--- src/rtl/bias_scale_ctrl_if.sv ---
// Config-stream handshake carrying bias/scale words from the parameter loader
// into bias_scale_ctrl.
interface bias_scale_ctrl_if #(
  parameter int PARAM_W = 32
);
  logic               cfg_valid_i;
  logic               cfg_ready_o;
  logic [PARAM_W-1:0] cfg_data_i;
  logic               cfg_abort_i;

  modport master (
    output cfg_valid_i,
    output cfg_data_i,
    output cfg_abort_i,
    input  cfg_ready_o
  );

  modport slave (
    input  cfg_valid_i,
    input  cfg_data_i,
    input  cfg_abort_i,
    output cfg_ready_o
  );
endinterface

--- src/rtl/bias_scale_ctrl.sv ---
// Double-buffered bias/scale parameter store: streams a full set into the shadow
// bank, then swaps banks atomically once the bias/scale pipeline drains.
module bias_scale_ctrl #(
  parameter int N       = 8,
  parameter int PARAM_W = 32,
  parameter int IDX_W   = $clog2(N)
) (
  input  logic               clk,
  input  logic               rst,
  bias_scale_ctrl_if.slave   cfg,
  input  logic               busy_i,
  input  logic [IDX_W-1:0]   rd_idx_i   [2],
  output logic [PARAM_W-1:0] rd_bias_o  [2],
  output logic [PARAM_W-1:0] rd_scale_o [2],
  output logic               params_valid_o,
  output logic               load_done_o,
  output logic               pending_o
);

  localparam logic [1:0] S_LOAD_BIAS  = 2'd0;
  localparam logic [1:0] S_LOAD_SCALE = 2'd1;
  localparam logic [1:0] S_PENDING    = 2'd2;

  localparam int                CNT_W     = (N > 1) ? $clog2(N) : 1;
  localparam logic [CNT_W-1:0]  CNT_LAST  = CNT_W'(N - 1);
  localparam logic [IDX_W:0]    IDX_LIMIT = (IDX_W + 1)'(N);

  logic [1:0]         state_q, state_d;
  logic [CNT_W-1:0]   cnt_q, cnt_d;
  logic               active_sel_q, active_sel_d;
  logic               params_valid_q, params_valid_d;
  logic               load_done_q, load_done_d;
  logic [PARAM_W-1:0] bias_q  [2][N];
  logic [PARAM_W-1:0] bias_d  [2][N];
  logic [PARAM_W-1:0] scale_q [2][N];
  logic [PARAM_W-1:0] scale_d [2][N];

  logic shadow_s;
  logic ready_s;
  logic accept_s;
  logic cnt_last_s;

  assign shadow_s       = ~active_sel_q;
  // Ready is forced low during reset so no beat is ever taken while rst is high.
  assign ready_s        = ((state_q == S_LOAD_BIAS) || (state_q == S_LOAD_SCALE)) & ~rst;
  assign cfg.cfg_ready_o = ready_s;
  assign accept_s       = cfg.cfg_valid_i & ready_s & ~cfg.cfg_abort_i;
  assign cnt_last_s     = (cnt_q == CNT_LAST);

  assign params_valid_o = params_valid_q;
  assign load_done_o    = load_done_q;
  assign pending_o      = (state_q == S_PENDING);

  always_comb begin
    state_d        = state_q;
    cnt_d          = cnt_q;
    active_sel_d   = active_sel_q;
    params_valid_d = params_valid_q;
    load_done_d    = 1'b0;
    bias_d         = bias_q;
    scale_d        = scale_q;

    // Abort outranks any beat or swap in the same cycle; the active bank is never touched.
    if (cfg.cfg_abort_i) begin
      state_d = S_LOAD_BIAS;
      cnt_d   = '0;
    end else begin
      case (state_q)
        S_LOAD_BIAS: begin
          if (accept_s) begin
            bias_d[shadow_s][cnt_q] = cfg.cfg_data_i;
            if (cnt_last_s) begin
              state_d = S_LOAD_SCALE;
              cnt_d   = '0;
            end else begin
              cnt_d = cnt_q + CNT_W'(1);
            end
          end else begin
            cnt_d = cnt_q;
          end
        end
        S_LOAD_SCALE: begin
          if (accept_s) begin
            scale_d[shadow_s][cnt_q] = cfg.cfg_data_i;
            if (cnt_last_s) begin
              state_d = S_PENDING;
              cnt_d   = '0;
            end else begin
              cnt_d = cnt_q + CNT_W'(1);
            end
          end else begin
            cnt_d = cnt_q;
          end
        end
        S_PENDING: begin
          if (!busy_i) begin
            active_sel_d   = ~active_sel_q;
            load_done_d    = 1'b1;
            params_valid_d = 1'b1;
            state_d        = S_LOAD_BIAS;
            cnt_d          = '0;
          end else begin
            state_d = S_PENDING;
          end
        end
        default: begin
          state_d = S_LOAD_BIAS;
          cnt_d   = '0;
        end
      endcase
    end
  end

  always_ff @(posedge clk) begin
    if (rst) begin
      state_q        <= S_LOAD_BIAS;
      cnt_q          <= '0;
      active_sel_q   <= 1'b0;
      params_valid_q <= 1'b0;
      load_done_q    <= 1'b0;
      for (int b = 0; b < 2; b++) begin
        for (int i = 0; i < N; i++) begin
          bias_q[b][i]  <= '0;
          scale_q[b][i] <= '0;
        end
      end
    end else begin
      state_q        <= state_d;
      cnt_q          <= cnt_d;
      active_sel_q   <= active_sel_d;
      params_valid_q <= params_valid_d;
      load_done_q    <= load_done_d;
      bias_q         <= bias_d;
      scale_q        <= scale_d;
    end
  end

  // Out-of-range indices read as zero rather than aliasing into the bank.
  always_comb begin
    for (int k = 0; k < 2; k++) begin
      if ({1'b0, rd_idx_i[k]} < IDX_LIMIT) begin
        rd_bias_o[k]  = bias_q[active_sel_q][rd_idx_i[k]];
        rd_scale_o[k] = scale_q[active_sel_q][rd_idx_i[k]];
      end else begin
        rd_bias_o[k]  = '0;
        rd_scale_o[k] = '0;
      end
    end
  end

endmodule

--- src/flat_wrapper.sv ---
// flat-port wrapper written by rule: the top's interface ports become plain ports
module bias_scale_ctrl_flat 
#(
  parameter int N       = 8,
  parameter int PARAM_W = 32,
  parameter int IDX_W   = $clog2(N)
)
  (clk, rst, busy_i, rd_idx_i, rd_bias_o, rd_scale_o, params_valid_o, load_done_o, pending_o, cfg_cfg_valid_i, cfg_cfg_data_i, cfg_cfg_abort_i, cfg_cfg_ready_o);
  bias_scale_ctrl_if #(.PARAM_W(PARAM_W)) cfg_i ();
  input  logic clk;
  input  logic rst;
  input  logic busy_i;
  input  logic [IDX_W-1:0] rd_idx_i[2];
  output logic [PARAM_W-1:0] rd_bias_o[2];
  output logic [PARAM_W-1:0] rd_scale_o[2];
  output logic params_valid_o;
  output logic load_done_o;
  output logic pending_o;
  input wire logic [$bits(cfg_i.cfg_valid_i)-1:0] cfg_cfg_valid_i;
  input wire logic [$bits(cfg_i.cfg_data_i)-1:0] cfg_cfg_data_i;
  input wire logic [$bits(cfg_i.cfg_abort_i)-1:0] cfg_cfg_abort_i;
  output wire logic [$bits(cfg_i.cfg_ready_o)-1:0] cfg_cfg_ready_o;
  assign cfg_i.cfg_valid_i = cfg_cfg_valid_i;
  assign cfg_i.cfg_data_i = cfg_cfg_data_i;
  assign cfg_i.cfg_abort_i = cfg_cfg_abort_i;
  assign cfg_cfg_ready_o = cfg_i.cfg_ready_o;
  bias_scale_ctrl #(.N(N), .PARAM_W(PARAM_W), .IDX_W(IDX_W)) u_core (.clk(clk), .rst(rst), .cfg(cfg_i), .busy_i(busy_i), .rd_idx_i(rd_idx_i), .rd_bias_o(rd_bias_o), .rd_scale_o(rd_scale_o), .params_valid_o(params_valid_o), .load_done_o(load_done_o), .pending_o(pending_o));
endmodule
--- config.mk ---
export PLATFORM = sky130hd
export DESIGN_NAME = bias_scale_ctrl_flat
export DESIGN_NICKNAME = d
export VERILOG_FILES = /design/src/rtl/bias_scale_ctrl_if.sv /design/src/rtl/bias_scale_ctrl.sv /design/src/flat_wrapper.sv
export SDC_FILE = /design/constraint.sdc
export NUM_CORES = 2
export LEC_CHECK = 0
export CAP_MARGIN = 20
export CORE_UTILIZATION = 60
export DETAILED_ROUTE_END_ITERATION = 16
export PLACE_DENSITY = 0.78
export SLEW_MARGIN = 5
export SYNTH_ARGS = -nofsm -noshare
export SYNTH_HDL_FRONTEND = slang
export SYNTH_SLANG_ARGS = --single-unit
export TNS_END_PERCENT = 100
--- constraint.sdc ---
create_clock -name clk -period 3.2 [get_ports clk]
set_input_delay 0.48 -clock clk [delete_from_list [all_inputs] [get_ports clk]]
set_output_delay 0.48 -clock clk [all_outputs]
set_load 0.005 [all_outputs]
==> impl_results.md <==
- Status: finished, violations left
- Failing checks: negative setup slack
- PD cells: around 450 nW/um2
- Area fraction in compound gates after synthesis: 14.5%
- Skew final: just over 0.02 ns
- Most frequent cells in the layout: 2068 x nand2_1, 1030 x dfxtp_1, 916 x a21oi_1, 436 x mux4_2, 187 x buf_4
- Die X: between 200 and 300 um
- Initial antenna violation count: 7
- Final Cycle Share: 103%
- Detail Placement HPWL: about 110 mm
- # IOs: 175
- Worst endpoint required time: approximately 2.7 ns
- Reg2Reg Capture Point: u_core.bias_q[430]
- Commonest non-fill, non-tap cell in the layout: nand2_1
- R2r setup slk: ~0.33 ns
- Mux contribution to synthesized area: between 20% and 30%
- Final #Nets: roughly 6k
- Root buffer selected by CTS: clkbuf_16
- Die Ht: 297 um
- Final min period: ~3.3 ns
- GRT Util Overall: 42.5%
- Cell Area, Synth: roughly 52000 um2
- Actual slew at the worst max-slew pin: 1.11 ns
- Adder-cell area share of the yosys netlist: less than 1%
- Critical path peak fanout: 11
- H-tree levels: 3
- Largest family of logic cells by synthesized area: multiplexers
- Worst min-delay path class: in2reg
- Flops & latches, synth: a little over 1k
- Vias in the first global route: approximately 48k
- Post-CTS Hold Fix Bufs: 0
- Post-Syn Nets: 5964
- VDD IR-drop max: roughly 400 uV
- Routability cong.: around 0.92
- Asr flop ratio synth: 0%
- 1st-iter DRT viols: approximately 9k
- Total Wirelength: between 150 and 200 mm
- Clk buf depth: 3
- Fin worst setup slack: -0.105 ns
- RSZ-0062 raised after global routing: yes
- Vias: approximately 50k
- GRT Residual Overflow: 0
- Core footprint: around 86000 um2
- Port buffer count: roughly 170
- Depth of the most critical reg-to-reg path: 9
- Share of cells above drive strength 1: 22.1%
- Fillcell total: between 5k and 6k
- CTS tree: done
- Predominant post-synthesis flop cell: dfxtp_1
- Post-route DRC: 0
- WL per Instance: between 20 and 30 um
- Setup Crit Path Kind: reg2out
- Mapped Cells: ~5.9k
- Pre-antenna DRT Iters: 9
- Leakage power: roughly 21 nW
- Clock slew at reported path FFs: around 0.070 ns
- Crit path from: u_core.active_sel_q
- Post-Synth XOR/XNOR Area: less than 1%
- Count of non-filler cells in the finished layout: between 7k and 8k
- Slew Viols, Final: 0
- Post-placement cell count: 6866
- Sequential cell area: roughly 21000 um2
- Multi-input logic area: 29500 um2
- Slew HR: a little over a quarter
- Clk_lat worst skew: around 0.71 ns
- Post-synth EDFFs: 0
- Setup violations, final: 19
- Reg2Reg Launch Point: u_core.active_sel_q
- CP endpoint kind: output pin
- Warnings, synthesis: 0
- Clk sinks: around 1.0k
- Max-Cap Viols: 0
- Critical path launch point type: register
- First-pass GRT wire length: 287 mm
- Largest net degree at the start of global routing: 200
- Critical path arrival: 2.82 ns
- Register area share after synthesis: around 40%
- Total CTS buffers: about 100
- Routed vias/inst: 7.01
- Remaining antenna violation count: 0
- Worst setup path end: rd_scale_o[38]
- Synthesis-to-layout area growth: 17.8%
- # rows: between 100 and 150
- Synth unique cells: 37
- Post-synthesis simple-gate area fraction: a little under a fifth
- Die Area: roughly 90000 um2
- Final setup TNS: -0.452 ns
- Fin. Hold Viols: 0
- Fmax: ~300 MHz
- Initial Util: about three fifths
- Syn avg cell area: slightly below 9 um2
-- cell type report --
type / instances / area share (%)
timing repair buffer: 510 / 10.2
clock buffer: 147 / 4.89
antenna: 5 / 0.0204
multi-input combinational: 4249 / 48.0
inverter: 1 / 0.00611
clock inverter: 48 / 0.904
sequential: 1032 / 33.6
tap: 1144 / 2.33
-- routing by layer --
metal / global-route usage (%) / wire, um
met5: 0 / 34
met4: 28.8 / 15300
met2: 62.8 / 85400
met3: 13.4 / 31300
met1: 53.4 / 65400
-- power by group --
part	leakage, nW	internal, mW	total (mW)	switching [mW]
clock	1.78	7.37	12.8	5.46
combinational	10.6	0.809	2.26	1.45
sequential	8.31	12.9	12.9	0.0137
-- synthesized netlist by cell type (2+ instances only) --
cell         n  area (um2)
ha_1         2        25.0
nor3_1       4        20.0
nor3_4      20         325
buf_4       67         503
nor2_1     100         375
nor4_4      12         255
nand3b_1     4        30.0
mux2i_1    154        1540
nor2b_1      7        43.8
dfxtp_1   1032       20700
o22ai_1    180        1130
or3_1       20         125
a21oi_1    917        4590
buf_6       29         327
or3b_2       2        17.5
a21oi_2    110         963
or2_2        6        37.5
mux4_2     436        9820
nor3b_1      2        15.0
nand3_1     38         190
buf_1       50         188
clkbuf_1   315        1180
a22oi_1    113         848
nand2_1   2092        7850
or4_1       12        90.1
buf_2      175         876
nand2b_1    10        62.6
-- worst min path at each step --
stage | from | end | slack (ns) | cells past startpoint
global route | busy_i | u_core.load_done_o | 0.44 | 2
finish | rst | u_core.bias_q[2] | 0.37 | 3
detailed placement | u_core.bias_q[127] | u_core.bias_q[127] | 0.45 | 2
floorplan | u_core.bias_q[224] | u_core.bias_q[224] | 0.44 | 2
global placement | u_core.bias_q[54] | u_core.bias_q[54] | 0.44 | 2
CTS | rst | u_core.bias_q[258] | 0.42 | 3
-- repair_timing --
action                                  CTS  global route
resized for setup                       183           153
gates cloned                              8             7
buffers inserted                         27            29
pin swaps                                25            43
endpoints found under the setup margin  128            86
-- cells by family (layout without fill, tap and decap cells) --
kind of cell | count (synthesis) | after routing
compound gates | 1322 | 1322
xor+xnor | 2 | 2
fa+ha+maj | 2 | 2
buf+inv | 638 | 706
flops | 1032 | 1032
mux | 590 | 590
other cells | 0 | 5
simple gates | 2333 | 2333
-- worst max-delay path: stages (launching register included) --
cell and delay [ns]:
dfxtp_4 0.38, buf_8 0.16, nor2_4 0.50, buf_4 0.32
a22oi_2 0.11, nand3_1 0.10, nand2_1 0.06, clkdlybuf4s50_1 0.46
-- registers in the layout, indices dropped and copies added, names as in the netlist --
register               flops
u_core.params_valid_o      1
u_core.load_done_o         1
u_core.cnt_q               3
u_core.bias_q            512
u_core.active_sel_q        1
u_core.scale_q           512
u_core.state_q             2
-- stage by stage --
stage / power, mW / utilization, % / setup slack (ns) / cell area, um2 / hold slack, ns
after floorplan: 14.3 / - / 0.606 / 52200 / 0.438
after global placement: 15.2 / 65.0 / -0.0932 / 55700 / 0.444
after detailed placement: 15.2 / 65.0 / -0.0708 / 55700 / 0.453
after CTS: 27.7 / 70.5 / -0.0953 / 60400 / 0.425
after global routing: 28.5 / 71.7 / -0.101 / 61500 / 0.438
final: 28.0 / 71.7 / -0.105 / 61500 / 0.373
No activity file was read; power rests on OpenSTA's default activity.
